$ cat src/rtl/mag_sort_ctrl_if.sv
// Load/drain stream bundle for mag_sort_ctrl: valid/ready word input and sorted word output.
interface mag_sort_ctrl_if #(
   parameter int unsigned WIDTH = 4
);
   logic             in_valid;
   logic [WIDTH-1:0] in_data;
   logic             in_ready;
   logic             out_valid;
   logic [WIDTH-1:0] out_data;
   logic             out_ready;

   modport master (
      output in_valid, in_data, out_ready,
      input  in_ready, out_valid, out_data
   );

   modport slave (
      input  in_valid, in_data, out_ready,
      output in_ready, out_valid, out_data
   );
endinterface

$ cat src/rtl/mag_sort_ctrl.sv
// Bubble-sort controller time-sharing one magnitude_comparator over a DEPTH-word buffer.
// Optional macro MAG_SORT_EARLY_EXIT_EN ends SORT after the first swap-free pass.

module magnitude_comparator #(
   parameter int unsigned WIDTH = 4
) (
   input  logic [WIDTH-1:0] a,
   input  logic [WIDTH-1:0] b,
   output logic             a_gt_b,
   output logic             a_eq_b,
   output logic             a_lt_b
);
   assign a_gt_b = (a > b);
   assign a_eq_b = (a == b);
   assign a_lt_b = (a < b);
endmodule

module mag_sort_ctrl #(
   parameter int unsigned WIDTH = 4,
   parameter int unsigned DEPTH = 4
) (
   input  logic                 clk,
   input  logic                 reset,
   mag_sort_ctrl_if.slave       bus,
   output logic                 busy,
   output logic                 done,
   output logic [7:0]           swap_cnt
);
   localparam int unsigned PTR_W = (DEPTH > 2) ? $clog2(DEPTH) : 1;

   typedef enum logic [1:0] {
      S_IDLE  = 2'd0,
      S_SORT  = 2'd1,
      S_DRAIN = 2'd2
   } state_t;

   state_t           state;
   logic [WIDTH-1:0] mem     [DEPTH];
   logic [WIDTH-1:0] mem_nxt [DEPTH];
   logic [PTR_W-1:0] wr_ptr;
   logic [PTR_W-1:0] rd_ptr;
   logic [PTR_W-1:0] j;
   logic [PTR_W-1:0] j_nxt;
   logic [PTR_W-1:0] pass;

   logic [WIDTH-1:0] cmp_a;
   logic [WIDTH-1:0] cmp_b;
   logic             cmp_gt;
   logic             cmp_eq;
   logic             cmp_lt;
   logic             swap_c;
   logic             load_c;
   logic             last_cmp_c;
   logic             early_c;
   logic             sort_end_c;

   magnitude_comparator #(.WIDTH(WIDTH)) u_cmp (
      .a      (cmp_a),
      .b      (cmp_b),
      .a_gt_b (cmp_gt),
      .a_eq_b (cmp_eq),
      .a_lt_b (cmp_lt)
   );

   // Adjacent-pair compare; equal words never swap, which keeps the sort stable.
   always_comb begin
      j_nxt      = j + PTR_W'(1);
      cmp_a      = mem[j];
      cmp_b      = mem[j_nxt];
      load_c     = (state == S_IDLE) && bus.in_valid && bus.in_ready;
      swap_c     = (state == S_SORT) && cmp_gt && !cmp_eq && !cmp_lt;
      last_cmp_c = (j == PTR_W'(DEPTH - 2));
      sort_end_c = last_cmp_c && ((pass == PTR_W'(DEPTH - 2)) || early_c);
   end

`ifdef MAG_SORT_EARLY_EXIT_EN
   logic pass_swapped;

   assign early_c = !(pass_swapped || swap_c);

   // Tracks whether the pass in progress has swapped anything yet.
   always_ff @(posedge clk) begin
      if (reset) begin
         pass_swapped <= 1'b0;
      end else if (state != S_SORT || last_cmp_c) begin
         pass_swapped <= 1'b0;
      end else if (swap_c) begin
         pass_swapped <= 1'b1;
      end
   end
`else
   assign early_c = 1'b0;
`endif

   // Next buffer contents: load write or adjacent swap.
   always_comb begin
      mem_nxt = mem;
      if (load_c) begin
         mem_nxt[wr_ptr] = bus.in_data;
      end
      if (swap_c) begin
         mem_nxt[j]     = mem[j_nxt];
         mem_nxt[j_nxt] = mem[j];
      end
   end

   always_ff @(posedge clk) begin
      if (reset) begin
         for (int i = 0; i < int'(DEPTH); i++) begin
            mem[i] <= '0;
         end
      end else begin
         mem <= mem_nxt;
      end
   end

   always_ff @(posedge clk) begin
      if (reset) begin
         state         <= S_IDLE;
         wr_ptr        <= '0;
         rd_ptr        <= '0;
         j             <= '0;
         pass          <= '0;
         swap_cnt      <= '0;
         bus.in_ready  <= 1'b1;
         bus.out_valid <= 1'b0;
         bus.out_data  <= '0;
         busy          <= 1'b0;
         done          <= 1'b0;
      end else begin
         done <= 1'b0;
         case (state)
            S_IDLE: begin
               if (load_c) begin
                  if (wr_ptr == PTR_W'(DEPTH - 1)) begin
                     state        <= S_SORT;
                     wr_ptr       <= '0;
                     swap_cnt     <= '0;
                     pass         <= '0;
                     j            <= '0;
                     bus.in_ready <= 1'b0;
                     busy         <= 1'b1;
                  end else begin
                     wr_ptr <= wr_ptr + PTR_W'(1);
                  end
               end
            end

            S_SORT: begin
               if (swap_c && (swap_cnt != 8'hFF)) begin
                  swap_cnt <= swap_cnt + 8'd1;
               end
               if (sort_end_c) begin
                  state         <= S_DRAIN;
                  j             <= '0;
                  pass          <= '0;
                  rd_ptr        <= '0;
                  bus.out_valid <= 1'b1;
                  bus.out_data  <= mem_nxt[0];
               end else if (last_cmp_c) begin
                  j    <= '0;
                  pass <= pass + PTR_W'(1);
               end else begin
                  j <= j_nxt;
               end
            end

            S_DRAIN: begin
               if (bus.out_valid && bus.out_ready) begin
                  if (rd_ptr == PTR_W'(DEPTH - 1)) begin
                     state         <= S_IDLE;
                     rd_ptr        <= '0;
                     bus.out_valid <= 1'b0;
                     bus.in_ready  <= 1'b1;
                     busy          <= 1'b0;
                     done          <= 1'b1;
                  end else begin
                     rd_ptr       <= rd_ptr + PTR_W'(1);
                     bus.out_data <= mem[rd_ptr + PTR_W'(1)];
                  end
               end
            end

            default: begin
               state         <= S_IDLE;
               bus.in_ready  <= 1'b1;
               bus.out_valid <= 1'b0;
               busy          <= 1'b0;
            end
         endcase
      end
   end
endmodule

$ cat src/flat_wrapper.sv
// flat-port wrapper written by rule: the top's interface ports become plain ports
module mag_sort_ctrl_flat 
#(
   parameter int unsigned WIDTH = 4,
   parameter int unsigned DEPTH = 4
)
  (clk, reset, busy, done, swap_cnt, bus_in_valid, bus_in_data, bus_out_ready, bus_in_ready, bus_out_valid, bus_out_data);
  mag_sort_ctrl_if #(.WIDTH(WIDTH)) bus_i ();
  input  logic clk;
  input  logic reset;
  output logic busy;
  output logic done;
  output logic [7:0] swap_cnt;
  input wire logic [$bits(bus_i.in_valid)-1:0] bus_in_valid;
  input wire logic [$bits(bus_i.in_data)-1:0] bus_in_data;
  input wire logic [$bits(bus_i.out_ready)-1:0] bus_out_ready;
  output wire logic [$bits(bus_i.in_ready)-1:0] bus_in_ready;
  output wire logic [$bits(bus_i.out_valid)-1:0] bus_out_valid;
  output wire logic [$bits(bus_i.out_data)-1:0] bus_out_data;
  assign bus_i.in_valid = bus_in_valid;
  assign bus_i.in_data = bus_in_data;
  assign bus_i.out_ready = bus_out_ready;
  assign bus_in_ready = bus_i.in_ready;
  assign bus_out_valid = bus_i.out_valid;
  assign bus_out_data = bus_i.out_data;
  mag_sort_ctrl #(.WIDTH(WIDTH), .DEPTH(DEPTH)) u_core (.clk(clk), .reset(reset), .bus(bus_i), .busy(busy), .done(done), .swap_cnt(swap_cnt));
endmodule
$ cat config.mk
export PLATFORM = sky130hd
export DESIGN_NAME = mag_sort_ctrl_flat
export DESIGN_NICKNAME = d
export VERILOG_FILES = /design/src/rtl/mag_sort_ctrl_if.sv /design/src/rtl/mag_sort_ctrl.sv /design/src/flat_wrapper.sv
export SDC_FILE = /design/constraint.sdc
export NUM_CORES = 1
export LEC_CHECK = 0
export BUFFER_PORTS_ARGS = -buffer_cell sky130_fd_sc_hd__buf_2
export CAP_MARGIN = 15
export CELL_PAD_IN_SITES_DETAIL_PLACEMENT = 0
export CELL_PAD_IN_SITES_GLOBAL_PLACEMENT = 1
export CORE_MARGIN = 3
export CORE_UTILIZATION = 50
export CTS_CLUSTER_SIZE = 30
export DETAILED_ROUTE_END_ITERATION = 16
export PLACE_DENSITY_LB_ADDON = 0.25
export SLEW_MARGIN = 0
export SYNTH_ARGS = -nofsm -noshare
export SYNTH_HDL_FRONTEND = slang
export SYNTH_HIERARCHICAL = 1
export SYNTH_SLANG_ARGS = --single-unit
$ cat constraint.sdc
create_clock -name clk -period 10.4 [get_ports clk]
set_clock_uncertainty 0.2 [all_clocks]
set_input_delay 1.04 -clock clk [delete_from_list [all_inputs] [get_ports clk]]
set_output_delay 1.04 -clock clk [all_outputs]
set_load 0.02 [all_outputs]
---- Word-level counts from Yosys, hierarchy flattened ----
Cells that the tools add are included.
storage, ports and cells
  flip-flop bits (word level) ............. 42
  logic and storage cells ................. 139
operators by class
  add/subtract/negate cells ............... 5
  magnitude comparators ................... 9
  equality and inequality tests ........... 16
  multiplexer cells ....................... 60
  bitwise gates (word level) .............. 8
  reductions and logical operators ........ 26
operator list
  kind                                                        count
  bitwise mux 16 bit                                          3
  2-to-1 mux 4 bit                                            12
  2-to-1 mux 16 bit                                           2
  2-to-1 mux 2 bit                                            15
  binary-select mux 4 bit (select 2 bit)                      3
  demux 4 bit (select 2 bit)                                  3
  2-to-1 mux 8 bit                                            3
  case mux 8 bit (2 select lines)                             1
  AND reduction 4 bit                                         4
  >= comparator 3 bit, second input constant                  4
  NOT 2 -> 3 bit                                              4
  case mux 2 bit (2 select lines)                             3
  logical AND 1 bit                                           11
  equality test 2 bit, second input constant                  5
  2-to-1 mux 1 bit                                            10
  AND reduction 5 bit                                         2
  less-than comparator 3 x 1 -> 1 bit, second input constant  3
  case mux 1 bit (3 select lines)                             3
  adder 2 x 1 -> 2 bit, second input constant                 4
  adder 8 x 1 -> 8 bit, second input constant                 1
  inequality test 2 x 1 -> 1 bit, second input constant       4
  inequality test 8 bit, second input constant                1
  case mux 4 bit (2 select lines)                             1
  inequality test 2 bit, second input constant                3
  13 further kinds                                            19

---- Longest topological paths before layout ----
Gate-level depths: netlist of the first run.
  depth in word-level cells ............... 12
  depth in mapped cells ................... 14
  mapped depth without buffers ............ 13

---- Modules after synthesis ----
The synthesis of the first run kept the hierarchy.
modules (own cells, without submodules)
  module                times used  cells an instance  area each (µm²)
  mag_sort_ctrl         1           263                2524.9
  magnitude_comparator  1           16                 128.9

---- Worst setup path after synthesis of the first run ----
No wires, ideal clock.
  path type ............................... flip-flop to flip-flop
  start point ............................. register u_core.j[0]
  end point ............................... register u_core.swap_cnt[3]
  library setup time ...................... 0.070 ns
  data arrival time ....................... 3.197 ns
  data required time ...................... 10.130 ns
  path slack .............................. 6.933 ns
  cell stages (with the launch flop) ...... 15
  path through ............................ dfxtp_1 buf_4 inv_1 ha_1 mux4_2 inv_1 ha_1 nand2_1 o21bai_4 and2_1 nor4b_4 o211ai_4 and2_4 or3_1 a21oi_1
between the ends
  elaborated cells between the ends (all ways) .. 20
  classes of those cells .................. add/sub: 1; order compare: 2; eq/ne: 2; mux: 6; bitwise: 2; reduce/logical: 7
RTL lines
  what                                                 RTL line              text
  from (decl)                                          mag_sort_ctrl.sv:42   logic [PTR_W-1:0] j;
  from (signal assigned)                               mag_sort_ctrl.sv:164  j <= j_nxt;
  adder 2 x 1 -> 2 bit                                 mag_sort_ctrl.sv:67   j_nxt = j + PTR_W'(1);
  NOT 2 -> 3 bit (implied by the code)                 mag_sort_ctrl.sv:69   cmp_b = mem[j_nxt];
  binary-select mux 4 bit (select 2 bit)               mag_sort_ctrl.sv:69
  2-to-1 mux 4 bit (implied by the code) (2 in a row)  mag_sort_ctrl.sv:69
  net u_core.cmp_b[3]                                  mag_sort_ctrl.sv:47   logic [WIDTH-1:0] cmp_b;
  less-than comparator 4 bit                           mag_sort_ctrl.sv:15   assign a_lt_b = (a < b);
  net u_core.cmp_lt                                    mag_sort_ctrl.sv:50   logic cmp_lt;
  logical NOT 1 bit                                    mag_sort_ctrl.sv:71   swap_c = (state == S_SORT) && cmp_gt && !cmp_eq && !cmp_lt;
  logical AND 1 bit                                    mag_sort_ctrl.sv:71
  logical AND 1 bit                                    mag_sort_ctrl.sv:150  if (swap_c && (swap_cnt != 8'hFF)) begin
  inequality test 2 bit (no line)                      n/a
  AND reduction 4 bit (no line)                        n/a
  to (signal assigned)                                 mag_sort_ctrl.sv:151  swap_cnt <= swap_cnt + 8'd1;
  to (decl)                                            mag_sort_ctrl.sv:27   output logic [7:0] swap_cnt
The timed path passes the listed nets, and every way through them passes these cells. The select of a mux whose other input is x is not followed.
A chain may end at the register's enable or synchronous reset.

---- Worst setup path in the final report of the first run ----
  start point ............................. register u_core.j[0]
  end point ............................... register u_core/mem[1] (netlist name)
between the ends
  elaborated cells between the ends (all ways) .. 30
  classes of those cells .................. add/sub: 1; order compare: 6; eq/ne: 1; mux: 13; bitwise: 2; reduce/logical: 7
RTL lines
  what                                                 RTL line              text
  adder 2 x 1 -> 2 bit                                 mag_sort_ctrl.sv:67
  NOT 2 -> 3 bit (implied by the code)                 mag_sort_ctrl.sv:69
  binary-select mux 4 bit (select 2 bit)               mag_sort_ctrl.sv:69
  2-to-1 mux 4 bit (implied by the code) (2 in a row)  mag_sort_ctrl.sv:69
  net u_core.cmp_b[3]                                  mag_sort_ctrl.sv:47
  less-than comparator 4 bit                           mag_sort_ctrl.sv:15
  net u_core.cmp_lt                                    mag_sort_ctrl.sv:50
  logical NOT 1 bit                                    mag_sort_ctrl.sv:71
  logical AND 1 bit                                    mag_sort_ctrl.sv:71
  2-to-1 mux 16 bit                                    mag_sort_ctrl.sv:101  if (swap_c) begin
  to (signal assigned)                                 mag_sort_ctrl.sv:113  mem <= mem_nxt;
  to (decl)                                            mag_sort_ctrl.sv:38   logic [WIDTH-1:0] mem [DEPTH];
The timed path passes the listed nets, and every way through them passes these cells. The select of a mux whose other input is x is not followed.

==> flow_summary.ini, run 1 <==
[cells_and_area]
n_fill_cell = 447
nets = 319
drive_above_1_share_pct = 16.9
syn_to_final_growth_pct = 8.82
n_antenna_cell = 0
final_util_pct = 58.8

[run]
drv_cap = 0

[detailed_routing]
drt_wl_total_mm = 6.52
drc = 0
wire_per_inst_um = 18.0
via_per_inst = 6.00
ant_nets = 0
drt-initial-drc-count = 212
vias = 2178
first_pass_iters = 4

[clocking]
numCtsBuffers = 5
clockRootBuffer = clkbuf_8
cts_tree = done
cts_hold_buffers = 0
clock_sinks = 42
path_clk_slew_ns = 0.08
clockBufferDepth = 2
cts_resized = 0
insertion_delay_ns = 0.29
cts.htree.levels = 2
post-cts-setup-buffers = 0

[die]
rows = 25
initial_core_util_pct = 54.0
dieArea_um2 = 6220
chipHeight_um = 78.9
die_w_um = 78.9
io_pins = 24
design.core.area_um2 = 4910

[setup_path]
arrival_ns = 4.20
cp_max_fo = 13
start_kind = flop
required_ns = 10.35
critPathKind = reg -> reg
worstPathCellList = inv_1, ha_1, mux4_2, inv_1, ha_1, nand2_1, o21bai_4, and2_1, nor4b_4, and2_1, o21ai_1, a211oi_1, a311oi_1
slowest_delay_ns = 0.70
cp_slowest_cell = dfxtp_1
setup.worst_path.end_class = flop

[sta]
rsz0062_at_grt = false
fmax_mhz = 235
relSlewSlack_pct = 55.6
post-route-period-util_pct = 40.9
drv_slew = 0
hold_viol_final = 0
fin_crit_ns = 4.25
setup_viol = 0
worstMarginPinSlew_ns = 0.666
fin_setup_tns_ns = 0

[yosys]
yosysTopAreaCellShare_pct = 31.7
synth_seq_cells = 42
synth_top_flop_cell = dfxtp_1
synth_top_area_cell = dfxtp_1
synth.area.top_cells = dfxtp_1 (32%), mux4_2 (8.5%), ha_1 (7.5%)
syn_inst = 279
async_flop_share_pct = 0
yosys_warnings = 6
yosys.cell_count.top_type = dfxtp_1
synth_common_cells = dfxtp_1 (42), nor2_1 (27), mux2i_1 (19), nand2_1 (19), a21oi_1 (17)
ys_types = 45
synth_nets = 303
netlist_area_um2 = 2650
avgSynthCellArea_um2 = 9.51
synth-seq-area-share_pct = 31.7
synth_edf_count = 0

[run_status]
status = complete, no violations

[pwr]
total_power_mw = 0.354
power_density_nw_per_um2 = 123
combPwrFrac_pct = 15.3
share_seq_of_total_power_pct = 48.2
p_sw_mw = 0.0933
p_clk_share_pct = 36.5
p_leak_nw = 1.14
peakVddDrop_uv = 85.9
swShare_pct = 26.4
p_int_mw = 0.261

[place]
port_buffers = 23
gp_congestion = 0.909
dp_hpwl_mm = 4.70

[min_path]
hold_path.class = reg -> reg

[grt]
grt_pass1_wl_mm = 10.5
grt_overflow = 0
antenna_found_initial = 0
grt_max_degree = 37
gr-usage-all-layers_pct = 21.7
grt_pass1_vias = 2004
-- stage by stage --
stage          setup slack (ns)  cells  hold WS (ns)  instance area [um2]
3_5_place_dp               6.23    355         0.283                 2780
3_3_place_gp               6.35    355         0.273                 2780
2_1_floorplan              6.93    279         0.268                 2650
4_1_cts                    6.20    363         0.296                 2890
5_1_grt                    5.85    363         0.337                 2890
6_report                   6.15    363         0.290                 2890
-- layout make-up --
cell class	instances	area, um2	area share [%]
sequential	42	841	29.1
clock inverter	2	37.5	1.30
inverter	11	41.3	1.43
tap	67	83.8	2.90
multi-input combinational	212	1700	58.8
timing repair buffer	23	115	3.99
clock buffer	6	72.6	2.51
-- cell families (layout without fill, tap and decap cells) --
kind of cell             count (synthesis)  in the layout  synth area share, %
buffers and inverters                   25             42                 4.38
multiplexers                            32             32                 18.1
XOR/XNOR                                 5              5                 1.65
AO/OA/AOI/OAI                           73             73                 19.5
flip-flops                              42             42                 31.7
adder cells (fa/ha/maj)                 16             16                 7.54
AND/OR/NAND/NOR                         86             86                 17.2
-- worst paths after layout --
kind / from / cells after the start / end / slack (ns)
min reg2reg: u_core/busy / 2 / u_core/busy / 0.29
max: u_core/j[0] / 13 / u_core/mem[1] / 6.15
min: u_core/busy / 2 / u_core/busy / 0.29
max reg2reg: u_core/j[0] / 13 / u_core/mem[1] / 6.15
-- state kept, by name, indices dropped and copies added, names as in the netlist, 2 cells and up --
| name | count |
|---|---|
| u_core/bus.out_data | 4 |
| u_core/j | 2 |
| u_core/mem | 16 |
| u_core/pass | 2 |
| u_core/rd_ptr | 2 |
| u_core/state | 2 |
| u_core/swap_cnt | 8 |
| u_core/wr_ptr | 2 |
-- worst max-delay path, delay by kind of cell (launching register included) --
kind | cells | cell delay (ns)
mux | 1 | 0.60
buf+inv | 2 | 0.26
simple gates | 4 | 0.99
compound gates | 4 | 0.78
flops | 1 | 0.70
fa+ha+maj | 2 | 0.56
-- layout by cell type, fill, tap and decap left out, types with 2 or more instances in the layout --
cell type / n
a211oi_1: 9
a21oi_1: 17
a221oi_1: 9
a22oi_1: 4
a311oi_1: 2
a31oi_1: 2
and2_1: 5
and2b_1: 2
and3_1: 2
buf_2: 23
clkbuf_8: 5
dfxtp_1: 42
ha_1: 16
inv_1: 11
mux2i_1: 19
mux4_1: 2
mux4_2: 10
nand2_1: 19
nand2b_1: 9
nand3_1: 9
nor2_1: 27
nor2b_4: 2
nor3_1: 3
o21ai_0: 7
o22a_1: 4
o22ai_1: 11
or3_1: 2
xnor2_1: 5
-- routing by layer --
metal	up-vias	part of all wire, %	track usage (%)
met2	56	48	35.3
met4	0	2.1	7.90
li1	1075	-	-
met5	-	0	0
met1	1033	44	29.0
met3	14	5.9	3.97
-- power by group through the flow --
stage          Clock [mW]  Sequential, mW  Combinational (mW)
2_1_floorplan           0           0.172              0.0419
3_3_place_gp            0           0.174              0.0522
3_5_place_dp            0           0.174              0.0536
4_1_cts             0.131           0.170              0.0541
5_1_grt             0.138           0.171              0.0585
6_report            0.129           0.170              0.0542
(Power assumes the default switching activity.)
==> inputs of run 2 (changes only) <==
--- a/config.mk
+++ b/config.mk
@@ -10,7 +10,7 @@
 export CELL_PAD_IN_SITES_DETAIL_PLACEMENT = 0
 export CELL_PAD_IN_SITES_GLOBAL_PLACEMENT = 1
 export CORE_MARGIN = 3
-export CORE_UTILIZATION = 50
+export CORE_UTILIZATION = 46
 export CTS_CLUSTER_SIZE = 30
 export DETAILED_ROUTE_END_ITERATION = 16
 export PLACE_DENSITY_LB_ADDON = 0.25
==> constraint.sdc (replaced) <==
create_clock -name clk -period 4.4 [get_ports clk]
set_clock_uncertainty 0.2 [all_clocks]
set_input_delay 0.44 -clock clk [delete_from_list [all_inputs] [get_ports clk]]
set_output_delay 0.44 -clock clk [all_outputs]
set_load 0.02 [all_outputs]
==> run 2 against run 1 <==
  * Sequential cell count did not move
  * Hold slack got worse by 0.0011 ns
  * Total power rose by 140%
  * Global-route usage fell by 0.33 points
  * Clock power rose by 140%
  * Cell count rose by 1.7%
  * Utilization fell by 6.4 points
  * Critical path depth did not move
==> flow_summary.ini, run 2 (same netlist as run 1, synthesis figures left out) <==
[run_status]
status = complete, no violations

[grt]
grt_pass1_wl_mm = 10.8
grt_max_degree = 37
busiest_layer = met2
grt_pass1_vias = 2078
grt_overflow = 0
grtUsageMet3_pct = 3.84
grt_use_met1_pct = 28.7
antenna_found_initial = 0
grt.met2_usage_pct = 34.0
gr-usage-all-layers_pct = 21.4

[die]
io_pins = 24
chipHeight_um = 82.0
dieArea_um2 = 6720
initial_core_util_pct = 47.9
die_w_um = 82.0
design.core.area_um2 = 5540
rows = 27

[cells_and_area]
reg.largest.list = u_core/mem (16), u_core/swap_cnt (8), u_core/bus.out_data (4)
mostFrequentLayoutCell = dfxtp_1
nets = 320
layout_common_cells = dfxtp_1 (42), nor2_1 (27), buf_2 (23)
largest_register_ffs = 16
stdcell_count = 369
n_antenna_cell = 0
final_util_pct = 52.4
largest-register = u_core/mem
stdcell_area_um2 = 2910
drive_above_1_share_pct = 17.5
syn_to_final_growth_pct = 9.48

[place]
gp_congestion = 0.907
post_dp_cell_area_um2 = 2790
port_buffers = 23
dp_hpwl_mm = 4.70
dp_cells = 361

[sta]
relSlewSlack_pct = 54.7
worstMarginPinSlew_ns = 0.679
drv_slew = 0
post-route-period-util_pct = 91.2
setup_viol = 0
fin_crit_ns = 4.01
whs_ns = 0.289
fin_setup_tns_ns = 0
rsz0062_at_grt = false
fmax_mhz = 249
hold_viol_final = 0

[clocking]
clockRootBuffer = clkbuf_8
cts_resized = 0
clockBufferDepth = 2
cts.htree.levels = 2
path_clk_slew_ns = 0.09
clock_sinks = 42
insertion_delay_ns = 0.30
cts_tree = done
post-cts-setup-buffers = 0
cts_hold_buffers = 0
numCtsBuffers = 5

[pwr]
peakVddDrop_uv = 132
p_leak_nw = 1.14
power_density_nw_per_um2 = 290

[setup_path]
reg2regPathDepth = 13
required_ns = 4.36
worstPathCellList = inv_1, ha_1, mux4_2, inv_1, ha_1, nand2_1, o21bai_4, and2_1, nor4b_4, and2_1, o21ai_1, a211oi_1, a311oi_1
start_kind = flop
setup.worst_path.end_class = flop
cp_slowest_cell = mux4_2
arrival_ns = 3.97
cp_max_fo = 12
critPathKind = reg -> reg
slowest_delay_ns = 0.59

[detailed_routing]
wire_per_inst_um = 17.6
vias = 2205
via_per_inst = 5.98
first_pass_iters = 4
drt_wl_total_mm = 6.49
drc = 0
drt-initial-drc-count = 215
ant_nets = 0

[run]
drv_cap = 0

[min_path]
hold_path.class = reg -> reg
whs_path_depth = 2
-- run 2: cell count changes in the layout (fill, tap and decap cells not counted) --
cell / previous run / this run
clkinvlp_4: 1 / 2
buf_4: 0 / 1
clkbuf_1: 1 / 0
-- run 2: report_power, final --
part / total, mW / switching, mW / internal [mW]
logic: 0.127 / 0.0707 / 0.0561
clock network: 0.312 / 0.143 / 0.169
registers: 0.403 / 0.0124 / 0.390
-- run 2: metrics by stage --
step                      power [mW]  worst slack (ns)
after global routing           0.881            0.0651
after floorplan                0.507             0.933
after global placement         0.536             0.574
after CTS                      0.852             0.420
final                          0.842             0.388
after detailed placement       0.537             0.455
-- run 2: critical path: cells and delay by family (launching register included) --
kind / cells / cell delay, ns
buffers and inverters: 2 / 0.24
adders and majority gates: 2 / 0.54
muxes: 1 / 0.59
DFF: 1 / 0.50
AOI/OAI and AO/OA: 4 / 0.81
and+or+nand+nor: 4 / 0.97
-- run 2: path summary, 6_finish.rpt --
path | slack (ns) | start | to
worst max-delay path | 0.39 | u_core/j[1] | u_core/mem[1]
worst min register to register | 0.29 | u_core/busy | u_core/busy
worst min-delay path | 0.29 | u_core/busy | u_core/busy
worst max register to register | 0.39 | u_core/j[1] | u_core/mem[1]
-- run 2: layout make-up --
| type | count | area (um2) |
|---|---|---|
| clock buffers | 5 | 68.8 |
| clock inverters | 3 | 45.0 |
| fillers | 562 | 2640 |
| inverters | 11 | 41.3 |
| multi-input cells | 212 | 1700 |
| flip-flops and latches | 42 | 841 |
| well taps | 72 | 90.1 |
| repair buffers | 24 | 123 |
-- run 2: per-layer routing --
layer | part of all wire (%) | up-vias
li1 | - | 1072
met1 | 47 | 1051
met2 | 46 | 68
met3 | 5.0 | 14
met4 | 2.1 | 0
met5 | 0 | -
==> inputs of run 3 (changes only) <==
--- a/config.mk
+++ b/config.mk
@@ -5,12 +5,13 @@
 export SDC_FILE = /design/constraint.sdc
 export NUM_CORES = 1
 export LEC_CHECK = 0
+export ABC_AREA = 1
 export BUFFER_PORTS_ARGS = -buffer_cell sky130_fd_sc_hd__buf_2
 export CAP_MARGIN = 15
 export CELL_PAD_IN_SITES_DETAIL_PLACEMENT = 0
 export CELL_PAD_IN_SITES_GLOBAL_PLACEMENT = 1
 export CORE_MARGIN = 3
-export CORE_UTILIZATION = 46
+export CORE_UTILIZATION = 42
 export CTS_CLUSTER_SIZE = 30
 export DETAILED_ROUTE_END_ITERATION = 16
 export PLACE_DENSITY_LB_ADDON = 0.25
==> run 3 against run 2 <==
  * Sequential cell count is the same
  * Synthesized area up 9.5%
  * Critical path depth grew 7
  * Cell area increased by 7.1%
  * Count of clock-buffer cells in the layout rose by 1
  * Die area grew 18%
  * Sequential power increased by 7.2%
  * Routed wire length up 27%
  * Critical path type unchanged
  * Largest power group unchanged
==> flow_summary.ini, run 3 <==
[run_status]
status = complete, no violations

[sta]
setup_viol = 0
fmax_mhz = 273
relSlewSlack_pct = 55.1
fin_crit_ns = 3.66
worstMarginPinSlew_ns = 0.673
fin_setup_tns_ns = 0
hold_viol_final = 0
drv_slew = 0
rsz0062_at_grt = false
post-route-period-util_pct = 83.1

[setup_path]
cp_max_fo = 12
critPathKind = reg -> reg
required_ns = 4.40
crit_end = u_core/swap_cnt[0]
worst-path-buf-inv = 6
reg2regPathDepth = 20
setup.worst_path.end_class = flop
cp_slowest_cell = dfxtp_1
critPathLaunch = u_core/j[1]
worstPathCellList = inv_1, ha_1, inv_1, nand3_1, and2_1, inv_1, ha_1, nand2_1, nand2_1, nand2_1, a21oi_1, inv_1, nor2_1, nand3_4, inv_2, nand2_1, nand2_2, inv_1, a21oi_1, nor2_1
cpLargestDelayFamily = simple AND/OR/NAND/NOR gates
r2r_setup_slack_ns = 0.74
start_kind = flop
crit_cells = 20
reg2reg_to = u_core/swap_cnt[0]
slowest_delay_ns = 0.49
r2r-start = u_core/j[1]
critPathMostFrequentCell = inv_1
arrival_ns = 3.66

[detailed_routing]
wire_per_inst_um = 15.0
drt-initial-drc-count = 269
ant_nets = 0
drt_wl_total_mm = 8.25
via_per_inst = 5.37
vias = 2945
drc = 0
first_pass_iters = 5

[die]
initial_core_util_pct = 44.5
die_w_um = 89.2
design.core.area_um2 = 6530
rows = 29
dieArea_um2 = 7950
io_pins = 24
chipHeight_um = 89.2

[yosys]
ys_types = 33
synth_nets = 477
synth_top_area_cell = dfxtp_1
synth_seq_cells = 42
avgSynthCellArea_um2 = 6.41
synth_top_flop_cell = dfxtp_1
synth_common_cells = nand2_1 (117), inv_1 (54), a21oi_1 (45)
synth.area.top_cells = dfxtp_1 (29%), nand2_1 (15%), a21oi_1 (7.8%)
async_flop_share_pct = 0
yosys_warnings = 6
synth-seq-area-share_pct = 28.9
yosys.cell_count.top_type = nand2_1
yosysTopAreaCellShare_pct = 28.9
netlist_area_um2 = 2910
syn_inst = 453
synth_edf_count = 0

[cells_and_area]
drive_above_1_share_pct = 9.98
nets = 494
largest-register = u_core/mem
stdcell_area_um2 = 3110
reg.largest.list = u_core/mem (16), u_core/swap_cnt (8), u_core/bus.out_data (4)
largest_register_ffs = 16
layout_common_cells = nand2_1 (117), inv_1 (54), a21oi_1 (45)
syn_to_final_growth_pct = 7.06
mostFrequentLayoutCell = nand2_1
n_antenna_cell = 0
n_fill_cell = 709

[clocking]
numCtsBuffers = 5
cts_hold_buffers = 0
clock_sinks = 42
post-cts-setup-buffers = 0
clockBufferDepth = 2
insertion_delay_ns = 0.30
cts.htree.levels = 2
path_clk_slew_ns = 0.09
cts_tree = done
cts_resized = 0
clockRootBuffer = clkbuf_8

[grt]
grt_max_degree = 23
antenna_found_initial = 0
grt_overflow = 0
grt_pass1_wl_mm = 13.4
gr-usage-all-layers_pct = 22.0
grt_pass1_vias = 2582

[place]
gp_congestion = 0.949
post_dp_cell_area_um2 = 3020
dp_hpwl_mm = 6.19
port_buffers = 23

[min_path]
hold_path.class = in -> reg

[pwr]
p_leak_nw = 1.38
power_density_nw_per_um2 = 308
peakVddDrop_uv = 141

[run]
drv_cap = 0
## run 3: cell types whose count changed in the layout (fill, tap and decap cells not counted), moves of 10 or more
cell / delta
mux4_2: -10
a21oi_1: +28
o22ai_1: -11
mux2i_1: -19
o21ai_0: +14
nand2_1: +98
inv_1: +43
nand3_1: +33
o211ai_1: +10
nor2_1: +17
## run 3: final cells by class
| type | count | area, um2 | share of cell area (%) |
|---|---|---|---|
| Sequential cell | 42 | 841 | 27.0 |
| Inverter | 59 | 226 | 7.28 |
| Clock inverter | 2 | 13.8 | 0.442 |
| Timing Repair Buffer | 24 | 123 | 3.94 |
| Clock buffer | 6 | 72.6 | 2.33 |
| Tap cell | 77 | 96.3 | 3.10 |
| Multi-Input combinational cell | 338 | 1740 | 55.9 |
## run 3: worst min path at each step
| stage | startpoint | to | cells past startpoint |
|---|---|---|---|
| floorplan | u_core/rd_ptr[1] | u_core/rd_ptr[1] | 2 |
| global placement | u_core/busy | u_core/busy | 2 |
| detailed placement | u_core/busy | u_core/busy | 2 |
| CTS | bus_out_ready | u_core/done | 3 |
| global route | bus_out_ready | u_core/done | 3 |
| finish | bus_out_ready | u_core/done | 3 |
## run 3: cell families after synthesis
family	share of synthesized area, %
AND/OR/NAND/NOR	33.4
flip-flops	28.9
AO/OA/AOI/OAI	18.9
adder cells (fa/ha/maj)	6.89
XOR/XNOR	0.603
buffers and inverters	11.2
## run 3: routing by layer
metal	part of all wire, %	GRT usage, %
met3	6.6	3.69
met5	0	0
met1	49	32.1
met4	0.99	5.28
met2	44	33.6
## run 3: power breakdown
group | switching [mW] | internal, mW
clock network | 0.151 | 0.112
logic | 0.175 | 0.0870
registers | 0.0274 | 0.404
## run 3: stage by stage
stage,setup slack (ns),hold slack (ns),power (mW),cells,utilization [%]
6_report,0.743,0.205,0.958,548,47.6
5_1_grt,0.435,0.201,1.03,548,47.6
4_1_cts,0.774,0.203,0.968,548,47.6
3_5_place_dp,0.808,0.257,0.702,540,46.3
3_3_place_gp,0.885,0.245,0.700,540,46.3
2_1_floorplan,1.29,0.247,0.635,453,-
## run 3: worst register-to-register path, cell delays in order, from the launching register on
cell and delay (ns):
dfxtp_1 0.49, inv_1 0.21, ha_1 0.41, inv_1 0.11, nand3_1 0.11, and2_1 0.21, inv_1 0.07, ha_1 0.29
nand2_1 0.05, nand2_1 0.05, nand2_1 0.06, a21oi_1 0.12, inv_1 0.05, nor2_1 0.22, nand3_4 0.14, inv_2 0.20
nand2_1 0.09, nand2_2 0.18, inv_1 0.13, a21oi_1 0.13, nor2_1 0.05
